<file path="src/rtl/mc_controller.sv">
// Multi-cycle processor control unit: Moore sequencing FSM, ALU op decode,
// NZCV flag register and condition-code gating.
module mc_controller (
   input  logic        clk,
   input  logic        reset,
   input  logic [31:0] Instr,
   input  logic [3:0]  ALUFlags,
   output logic        PCWrite,
   output logic        MemWrite,
   output logic        RegWrite,
   output logic        IRWrite,
   output logic        AdrSrc,
   output logic [1:0]  RegSrc,
   output logic        MulSel,
   output logic [1:0]  ALUSrcA,
   output logic [1:0]  ALUSrcB,
   output logic [1:0]  ResultSrc,
   output logic [1:0]  ImmSrc,
   output logic [2:0]  ALUControl,
   output logic [3:0]  Flags
);

   typedef enum logic [3:0] {
      FETCH, DECODE, MEMADR, MEMRD, MEMWB, MEMWR, EXECR, EXECI, ALUWB, BRANCH
   } state_t;

   state_t      r_state;
   state_t      w_next;
   logic [3:0]  r_flags;

   logic [1:0]  w_op;
   logic [5:0]  w_funct;
   logic        w_rd_pc;
   logic        w_is_mul;
   logic        w_is_cmp;
   logic        w_dp_valid;
   logic        w_dp_wr;
   logic        w_cv_wr;
   logic        w_flag_wr;
   logic [2:0]  w_alu_ctrl;
   logic        w_cond_ex;
   logic        w_n, w_z, w_c, w_v;
   logic        w_unused;

   assign w_op      = Instr[27:26];
   assign w_funct   = Instr[25:20];
   assign w_rd_pc   = (Instr[15:12] == 4'hF);
   assign {w_n, w_z, w_c, w_v} = r_flags;
   assign w_unused  = ^{Instr[19:16], Instr[11:8], Instr[3:0]};

   assign Flags     = r_flags;
   assign ImmSrc    = w_op;
   assign RegSrc    = {(w_op == 2'b01), (w_op == 2'b10)};

   // Data-processing decode: ALU op, whether Rd is written, whether C/V are touched
   always_comb begin
      w_is_mul   = (w_op == 2'b00) && (w_funct[5:1] == 5'b00000) && (Instr[7:4] == 4'b1001);
      w_is_cmp   = 1'b0;
      w_alu_ctrl = 3'b000;
      w_dp_valid = 1'b1;
      w_dp_wr    = 1'b0;
      w_cv_wr    = 1'b0;
      if (w_is_mul) begin
         w_alu_ctrl = 3'b100;
         w_dp_wr    = 1'b1;
      end else begin
         case (w_funct[4:1])
            4'b0100: begin w_alu_ctrl = 3'b000; w_dp_wr = 1'b1; w_cv_wr = 1'b1; end
            4'b0010: begin w_alu_ctrl = 3'b001; w_dp_wr = 1'b1; w_cv_wr = 1'b1; end
            4'b0000: begin w_alu_ctrl = 3'b010; w_dp_wr = 1'b1; end
            4'b1100: begin w_alu_ctrl = 3'b011; w_dp_wr = 1'b1; end
            4'b1010: begin w_alu_ctrl = 3'b001; w_cv_wr = 1'b1; w_is_cmp = 1'b1; end
            default: w_dp_valid = 1'b0;
         endcase
      end
      w_flag_wr = w_dp_valid && (w_funct[0] || w_is_cmp);
   end

   // Condition field evaluated against the architectural flags
   always_comb begin
      w_cond_ex = 1'b0;
      case (Instr[31:28])
         4'b0000: w_cond_ex = w_z;
         4'b0001: w_cond_ex = !w_z;
         4'b0010: w_cond_ex = w_c;
         4'b0011: w_cond_ex = !w_c;
         4'b0100: w_cond_ex = w_n;
         4'b0101: w_cond_ex = !w_n;
         4'b0110: w_cond_ex = w_v;
         4'b0111: w_cond_ex = !w_v;
         4'b1000: w_cond_ex = w_c && !w_z;
         4'b1001: w_cond_ex = !w_c || w_z;
         4'b1010: w_cond_ex = (w_n == w_v);
         4'b1011: w_cond_ex = (w_n != w_v);
         4'b1100: w_cond_ex = !w_z && (w_n == w_v);
         4'b1101: w_cond_ex = w_z || (w_n != w_v);
         4'b1110: w_cond_ex = 1'b1;
         default: w_cond_ex = 1'b0;
      endcase
   end

   always_ff @(posedge clk) begin
      if (!reset) begin
         r_state <= FETCH;
         r_flags <= 4'b0000;
      end else begin
         r_state <= w_next;
         if ((r_state == EXECR || r_state == EXECI) && w_flag_wr) begin
            r_flags[3:2] <= ALUFlags[3:2];
            if (w_cv_wr) r_flags[1:0] <= ALUFlags[1:0];
         end
      end
   end

   // Next state and Moore outputs
   always_comb begin
      w_next     = r_state;
      PCWrite    = 1'b0;
      MemWrite   = 1'b0;
      RegWrite   = 1'b0;
      IRWrite    = 1'b0;
      AdrSrc     = 1'b0;
      MulSel     = 1'b0;
      ALUSrcA    = 2'b00;
      ALUSrcB    = 2'b00;
      ResultSrc  = 2'b00;
      ALUControl = 3'b000;
      case (r_state)
         FETCH: begin
            IRWrite = 1'b1; PCWrite = 1'b1;
            ALUSrcA = 2'b01; ALUSrcB = 2'b10; ResultSrc = 2'b10;
            w_next  = DECODE;
         end
         DECODE: begin
            ALUSrcA = 2'b01; ALUSrcB = 2'b10; ResultSrc = 2'b10;
            if (!w_cond_ex || w_op == 2'b11) w_next = FETCH;
            else if (w_op == 2'b01)         w_next = MEMADR;
            else if (w_op == 2'b10)         w_next = BRANCH;
            else if (w_funct[5])            w_next = EXECI;
            else                            w_next = EXECR;
         end
         MEMADR: begin
            ALUSrcB = 2'b01;
            w_next  = w_funct[0] ? MEMRD : MEMWR;
         end
         MEMRD: begin
            AdrSrc = 1'b1;
            w_next = MEMWB;
         end
         MEMWR: begin
            AdrSrc = 1'b1; MemWrite = 1'b1;
            w_next = FETCH;
         end
         MEMWB: begin
            ResultSrc = 2'b01;
            PCWrite   = w_rd_pc;
            RegWrite  = !w_rd_pc;
            w_next    = FETCH;
         end
         EXECR: begin
            ALUControl = w_alu_ctrl; MulSel = w_is_mul;
            w_next     = ALUWB;
         end
         EXECI: begin
            ALUSrcB = 2'b01; ALUControl = w_alu_ctrl;
            w_next  = ALUWB;
         end
         ALUWB: begin
            MulSel   = w_is_mul;
            PCWrite  = w_dp_wr && w_rd_pc;
            RegWrite = w_dp_wr && !w_rd_pc;
            w_next   = FETCH;
         end
         BRANCH: begin
            ALUSrcA = 2'b10; ALUSrcB = 2'b01; ResultSrc = 2'b10; PCWrite = 1'b1;
            w_next  = FETCH;
         end
         default: w_next = FETCH;
      endcase
      // Under reset the enables are held off and the muxes park on fetch values
      if (!reset) begin
         PCWrite = 1'b0; MemWrite = 1'b0; RegWrite = 1'b0; IRWrite = 1'b0;
         AdrSrc = 1'b0; MulSel = 1'b0; ALUControl = 3'b000;
         ALUSrcA = 2'b01; ALUSrcB = 2'b10; ResultSrc = 2'b10;
      end
   end

endmodule

</file>
<file path="config.mk">
export PLATFORM = sky130hd
export DESIGN_NAME = mc_controller
export DESIGN_NICKNAME = d
export VERILOG_FILES = /design/src/rtl/mc_controller.sv
export SDC_FILE = /design/constraint.sdc
export NUM_CORES = 1
export LEC_CHECK = 0
export CAP_MARGIN = 10
export CORE_MARGIN = 1
export CORE_UTILIZATION = 33
export CTS_BUF_LIST = sky130_fd_sc_hd__clkbuf_4 sky130_fd_sc_hd__clkbuf_8 sky130_fd_sc_hd__clkbuf_16
export DETAILED_ROUTE_END_ITERATION = 12
export HOLD_SLACK_MARGIN = 0.06
export PLACE_DENSITY_LB_ADDON = 0.1
export SLEW_MARGIN = 5
export SYNTH_ARGS = -nofsm -noshare
export SYNTH_HDL_FRONTEND = slang
export SYNTH_SLANG_ARGS = --single-unit
</file>
<file path="constraint.sdc">
create_clock -name clk -period 1.7 [get_ports clk]
set_clock_uncertainty 0.15 [all_clocks]
set_input_delay 0.255 -clock clk [delete_from_list [all_inputs] [get_ports clk]]
set_output_delay 0.255 -clock clk [all_outputs]
set_load 0.02 [all_outputs]
</file>
[Yosys cells after proc, flatten, opt, wreduce, memory -nomap -nowiden]
Cells that the tools add are included.
Operators by class
  muxes and demuxes: 37
  reduce and logical (&&, ||, !) cells: 36
  equality and inequality tests: 34
Operator list (number)
  4-bit == test, second input constant: 13
  4-bit by 3-bit == test with 1-bit output, second input constant: 9
  4-bit by 2-bit == test with 1-bit output, second input constant: 5
  4-bit one-hot mux with 5 select lines: 1
  1-bit two-way mux: 19
  1-bit one-hot mux with 15 select lines: 1
  4-bit zero test: 3
  3-bit two-way mux: 4
  4-bit two-way mux: 3
  2-bit one-hot mux with 2 select lines: 3
  2-bit OR reduction: 6
  3-bit OR reduction: 3
  4-bit by 1-bit == test with 1-bit output, second input constant: 2
  1-bit logical AND: 8
  1-bit zero test: 6
  2-bit two-way mux: 3
  2-bit one-hot mux with 3 select lines: 1
  5-bit zero test: 1
  1-bit logical OR: 5
  5-bit OR reduction: 1
  2-bit == test, second input constant: 2
  4-bit OR reduction: 1
  1-bit one-hot mux with 3 select lines: 1
  2-bit by 1-bit == test with 1-bit output, second input constant: 1
  other kinds (5): 5
Word-level totals
  register bits: 8
  output and inout port bits: 23
  word-level logic and storage cells: 110

[Logic depth before layout (Yosys ltp)]
  word-level depth: 8
  depth in mapped cells: 6
  depth with buffers taken out: 6

[Worst setup path before layout]
No wires, ideal clock.
  path kind: register to output
  from: register r_state[2]
  to: output ALUControl[1]
  data arrival time: 1.637 ns
  required time: 1.295 ns
  path buffers: 1
  stages on the path, launching flop included: 6
  setup slack: -0.342 ns
  cells stage by stage: dfxtp_1 > buf_2 > nor2b_1 > nand3_1 > nand2b_1 > nor4_1
On the way
  longest elaborated chain between the ends: 4
RTL lines
  from (decl): RTL line 27  | state_t r_state;
  from (signal assigned): RTL line 107  | r_state <= w_next;
  4-bit by 3-bit == test with 1-bit output: RTL line 128  | case (r_state)
  2-bit OR reduction (no line) *
  3-bit two-way mux *: RTL line 128
  3-bit two-way mux *: RTL line 181  | if (!reset) begin
  to (decl): RTL line 19  | output logic [2:0] ALUControl,
Mark *: on every way between the ends. The rest lies on a longest branch, timed or not.

[Worst setup path in the final report]
  from: input Instr[26]
  to: output MulSel
On the way
  longest elaborated chain between the ends: 5
RTL lines
  from (decl): RTL line 6  | input logic [31:0] Instr,
  2-bit zero test: RTL line 57  | w_is_mul = (w_op == 2'b00) && (w_funct[5:1] == 5'b00000) && (Instr[7:4] == 4'b1001);
  1-bit logical AND (2 in a row): RTL line 57
  1-bit two-way mux: RTL line 128
  1-bit two-way mux: RTL line 181
  to (decl): RTL line 14  | output logic MulSel,
Every way passes these cells.

==> impl_metrics.py <==
metrics = {
    "timing": {
        "max_freq_mhz": 537.6,
        "tns_ns": -0.9537,
        "slew_headroom": 0.7587,
        "setup_ws_final_ns": -0.1600,
        "worst_hold_slack_ns": 0.2238,
        "setup_repair_after_global_routing_missed_its_margin": "true",
        "tightestPinTransition_ns": 0.3592,
        "finalMaxSlewViolations": 0,
        "setup_viol_count_final": 10,
        "post-route-min-period_ns": 1.860,
        "period_utilisation_layout": 1.094,
        "finalHoldViolCount": 0,
    },
    "routing": {
        "drt-wirelength-per-cell_um": 14.22,
        "ant_nets": 0,
        "drt-pass1-iter-count": 4,
        "dr_total_vias": 1323,
        "via_per_instance_ratio": 5.148,
        "dr.first_iter.drc_count": 66,
        "drt_drc_violations_left": 0,
        "routed_wirelength_mm": 3.654,
    },
    "global_routing": {
        "grt_antenna_before_repair": 0,
        "grt_start_max_net_pins": 12,
        "grt_first_pass_wirelength_mm": 5.444,
        "remaining_global_route_overflow": 0,
        "first_global_vias": 1303,
        "grt.total_usage": 0.2098,
    },
    "clocking": {
        "num_clock_sinks": 8,
        "clock-root-buffer": "sky130_fd_sc_hd__clkbuf_4",
        "tritoncts_clock_tree": "yes",
        "ctsHtreeMaxLevel": 1,
        "clock_tree.buffer_depth": 2,
        "cts.reportedPaths.clkPinSlew_ns": 0.06,
        "tritoncts_buffer_count": 3,
        "clock_latency_at_the_later_pin_of_the_worst_skew_pair_ns": 0.25,
    },
    "power_and_ir_drop": {
        "internal_power_mw": 0.4903,
        "power_switching_mw": 0.2568,
        "power_per_cell_area_nw_per_um2": 345.7,
        "power.switching_fraction": 0.3437,
        "pwr_total_mw": 0.7471,
        "p_seq_frac": 0.265,
        "clock_power_share": 0.193,
        "comb_power_share": 0.542,
        "power_leakage_nw": 0.9840,
        "irDropWorstVdd_mv": 0.3322,
    },
    "synthesis": {
        "number_of_cells_produced_by_synthesis": 129,
        "synth_enable_flop_cells": 0,
        "synth_seq_area_share": 0.1669,
        "postSynth.asyncResetShare": 0,
        "yosys_most_used_dff": "sky130_fd_sc_hd__dfxtp_1",
        "post_synth_num_cell_types": 42,
        "yosysWarnings": 0,
        "yosys_register_bits": 8,
        "avgSynthCellArea_um2": 7.439,
        "area_of_the_mapped_netlist_um2": 959.7,
        "synth_nets": 172,
    },
    "critical_path": {
        "rr_worst_depth": 4,
        "critPathKind": "in2out",
        "critPathRequiredTime_ns": 1.29,
        "reg2reg_to": "r_state[0]$_SDFF_PN0_",
        "critPathArrivalTime_ns": 1.45,
        "r2r_start": "Flags[2]$_SDFFE_PN0P_",
        "timing.critical_path.cells": "buf_6 -> inv_4 -> ha_4 -> nor4b_4 -> nand4b_1 -> buf_4 -> nor4b_4 -> buf_4",
        "critPathMaxStageDelay_ns": 0.24,
        "cp.buffers_inverters": 4,
        "worst-r2r-setup-slack_ns": 0,
        "crit_path_end_kind": "output pin",
        "cpMaxStageDelayCell": "sky130_fd_sc_hd__nor4b_4",
        "critPathTopFamily": "simple AND/OR/NAND/NOR gates",
        "start_kind": "input pin",
        "critical_path.max_fanout": 2,
    },
    "layout": {
        "diodes": 0,
        "final_layout_size_suffix_gt1_frac": 0.5885,
        "area.growth.synth_to_final_pct": 125.2,
        "stdcell_count": 257,
        "final_common_cell": "sky130_fd_sc_hd__buf_4",
        "nNetsFinal": 271,
        "layout_common_cells": "53 x sky130_fd_sc_hd__buf_4, 19 x sky130_fd_sc_hd__buf_6, 13 x sky130_fd_sc_hd__nor2_1, 12 x sky130_fd_sc_hd__clkdlybuf4s50_1, 8 x sky130_fd_sc_hd__dlygate4sd2_1",
    },
    "floorplan": {
        "die_w_um": 55.93,
        "area_of_the_core_um2": 2758,
        "die_area_um2": 3128,
        "start_util": 0.3480,
        "vertical_die_dimension_um": 55.93,
        "row_count": 19,
        "i_o_pin_count": 61,
    },
    "status": {
        "violations": "negative setup slack",
        "run_status": "finished with violations",
    },
    "hold_path": {
        "whs_endpoint": "r_state[2]$_SDFF_PN0_",
        "holdCritStartpoint": "Instr[27]",
        "holdPathStages": 4,
        "min_path_type": "in2reg",
    },
    "placed_design": {
        "port_buffers": 48,
        "placed_cells": 242,
        "post-place-ws_ns": -1.038,
        "gp_congestion": 0.7814,
        "dpl.hpwl_mm": 2.469,
    },
    "run": {
        "drv_cap": 0,
    },
}
## layer usage
layer  part of all wire  wire length (µm)  up-vias  GRT usage
li1                   -                 -      658          -
met4             0.0027                10        0    0.04878
met5                  0                 0        -          0
met1               0.42              1543      640     0.2429
met3              0.021                76        2    0.01860
met2               0.55              2024       23     0.4114
## state kept, by name, summed over array words and instances, names as in the netlist
| signal | cells |
|---|---|
| Flags | 4 |
| r_state | 4 |
## Yosys cell counts, types with 3 or more instances
| cell | n | area [µm²] |
|---|---|---|
| sky130_fd_sc_hd__nor2b_1 | 7 | 43.79 |
| sky130_fd_sc_hd__nand3_1 | 4 | 20.02 |
| sky130_fd_sc_hd__nand4_1 | 4 | 25.02 |
| sky130_fd_sc_hd__nand3b_1 | 3 | 22.52 |
| sky130_fd_sc_hd__xor2_1 | 4 | 35.03 |
| sky130_fd_sc_hd__inv_1 | 6 | 22.52 |
| sky130_fd_sc_hd__nand2_1 | 7 | 26.28 |
| sky130_fd_sc_hd__mux2i_1 | 5 | 50.05 |
| sky130_fd_sc_hd__nor3b_1 | 3 | 22.52 |
| sky130_fd_sc_hd__nor3_1 | 3 | 15.01 |
| sky130_fd_sc_hd__nand2b_1 | 4 | 25.02 |
| sky130_fd_sc_hd__o21ai_0 | 4 | 20.02 |
| sky130_fd_sc_hd__a31oi_1 | 3 | 18.77 |
| sky130_fd_sc_hd__clkbuf_1 | 6 | 22.52 |
| sky130_fd_sc_hd__nor2_1 | 16 | 60.06 |
| sky130_fd_sc_hd__o31ai_1 | 4 | 30.03 |
| sky130_fd_sc_hd__nor4b_1 | 4 | 35.03 |
| sky130_fd_sc_hd__dfxtp_1 | 8 | 160.2 |
| sky130_fd_sc_hd__ha_1 | 5 | 62.56 |
| sky130_fd_sc_hd__a21oi_1 | 5 | 25.02 |
| sky130_fd_sc_hd__buf_4 | 3 | 22.52 |
## power groups by stage
stage          Combinational, mW  Clock [mW]  Sequential [mW]
6_report                   0.405       0.144            0.198
5_1_grt                    0.433       0.163            0.199
4_1_cts                    0.357       0.150            0.198
3_5_place_dp               0.335           0            0.201
3_3_place_gp               0.330           0            0.201
2_1_floorplan              0.152           0            0.199
## kinds of logic after synthesis
group,share of synthesized area
multiplexers,0.05215
flip-flops,0.1669
AO/OA/AOI/OAI,0.1904
AND/OR/NAND/NOR,0.3885
XOR/XNOR,0.04563
adder cells (fa/ha/maj),0.06519
buffers and inverters,0.09125
## final cells by class
class / count / area [µm²]
well taps: 31 / 38.79
repair buffers: 105 / 903.4
fillers: 198 / 596.8
inverters: 7 / 35.03
clock buffers: 3 / 22.52
multi-input cells: 103 / 985.9
flip-flops and latches: 8 / 175.2
## repair_timing
item	CTS	global route
gates resized for setup	150	53
pin swaps	13	19
buffers inserted	6	6
cloned	0	0
hold buffers	0	0
endpoints found under the setup margin	30	22
hold endpoints to repair	0	0
## worst max path at each step
stage                             to  startpoint  cells past startpoint  slack [ns]
4_1_cts                       MulSel   Instr[27]                      8       -0.14
2_1_floorplan  r_state[0]$_SDFF_PN0_   Instr[31]                      6        -0.1
3_5_place_dp           ALUControl[1]   Instr[27]                      8       -1.04
5_1_grt                       MulSel   Instr[26]                      8       -0.23
3_3_place_gp           ALUControl[1]   Instr[26]                      8        -1.0
6_report                      MulSel   Instr[26]                      8       -0.16
## metrics by stage
step	area, µm²	utilization
floorplan	1027	-
global placement	1823	0.6611
detailed placement	1823	0.6611
CTS	1963	0.7119
global route	2161	0.7836
finish	2161	0.7836
## worst register-to-register path, cell delays in order (launching register included)
cell                       delay [ns]
sky130_fd_sc_hd__dfxtp_4         0.35
sky130_fd_sc_hd__or4b_4          0.49
sky130_fd_sc_hd__a311oi_4        0.34
sky130_fd_sc_hd__nor4_4          0.08
sky130_fd_sc_hd__o41ai_2         0.19
(Power assumes the default switching activity.)
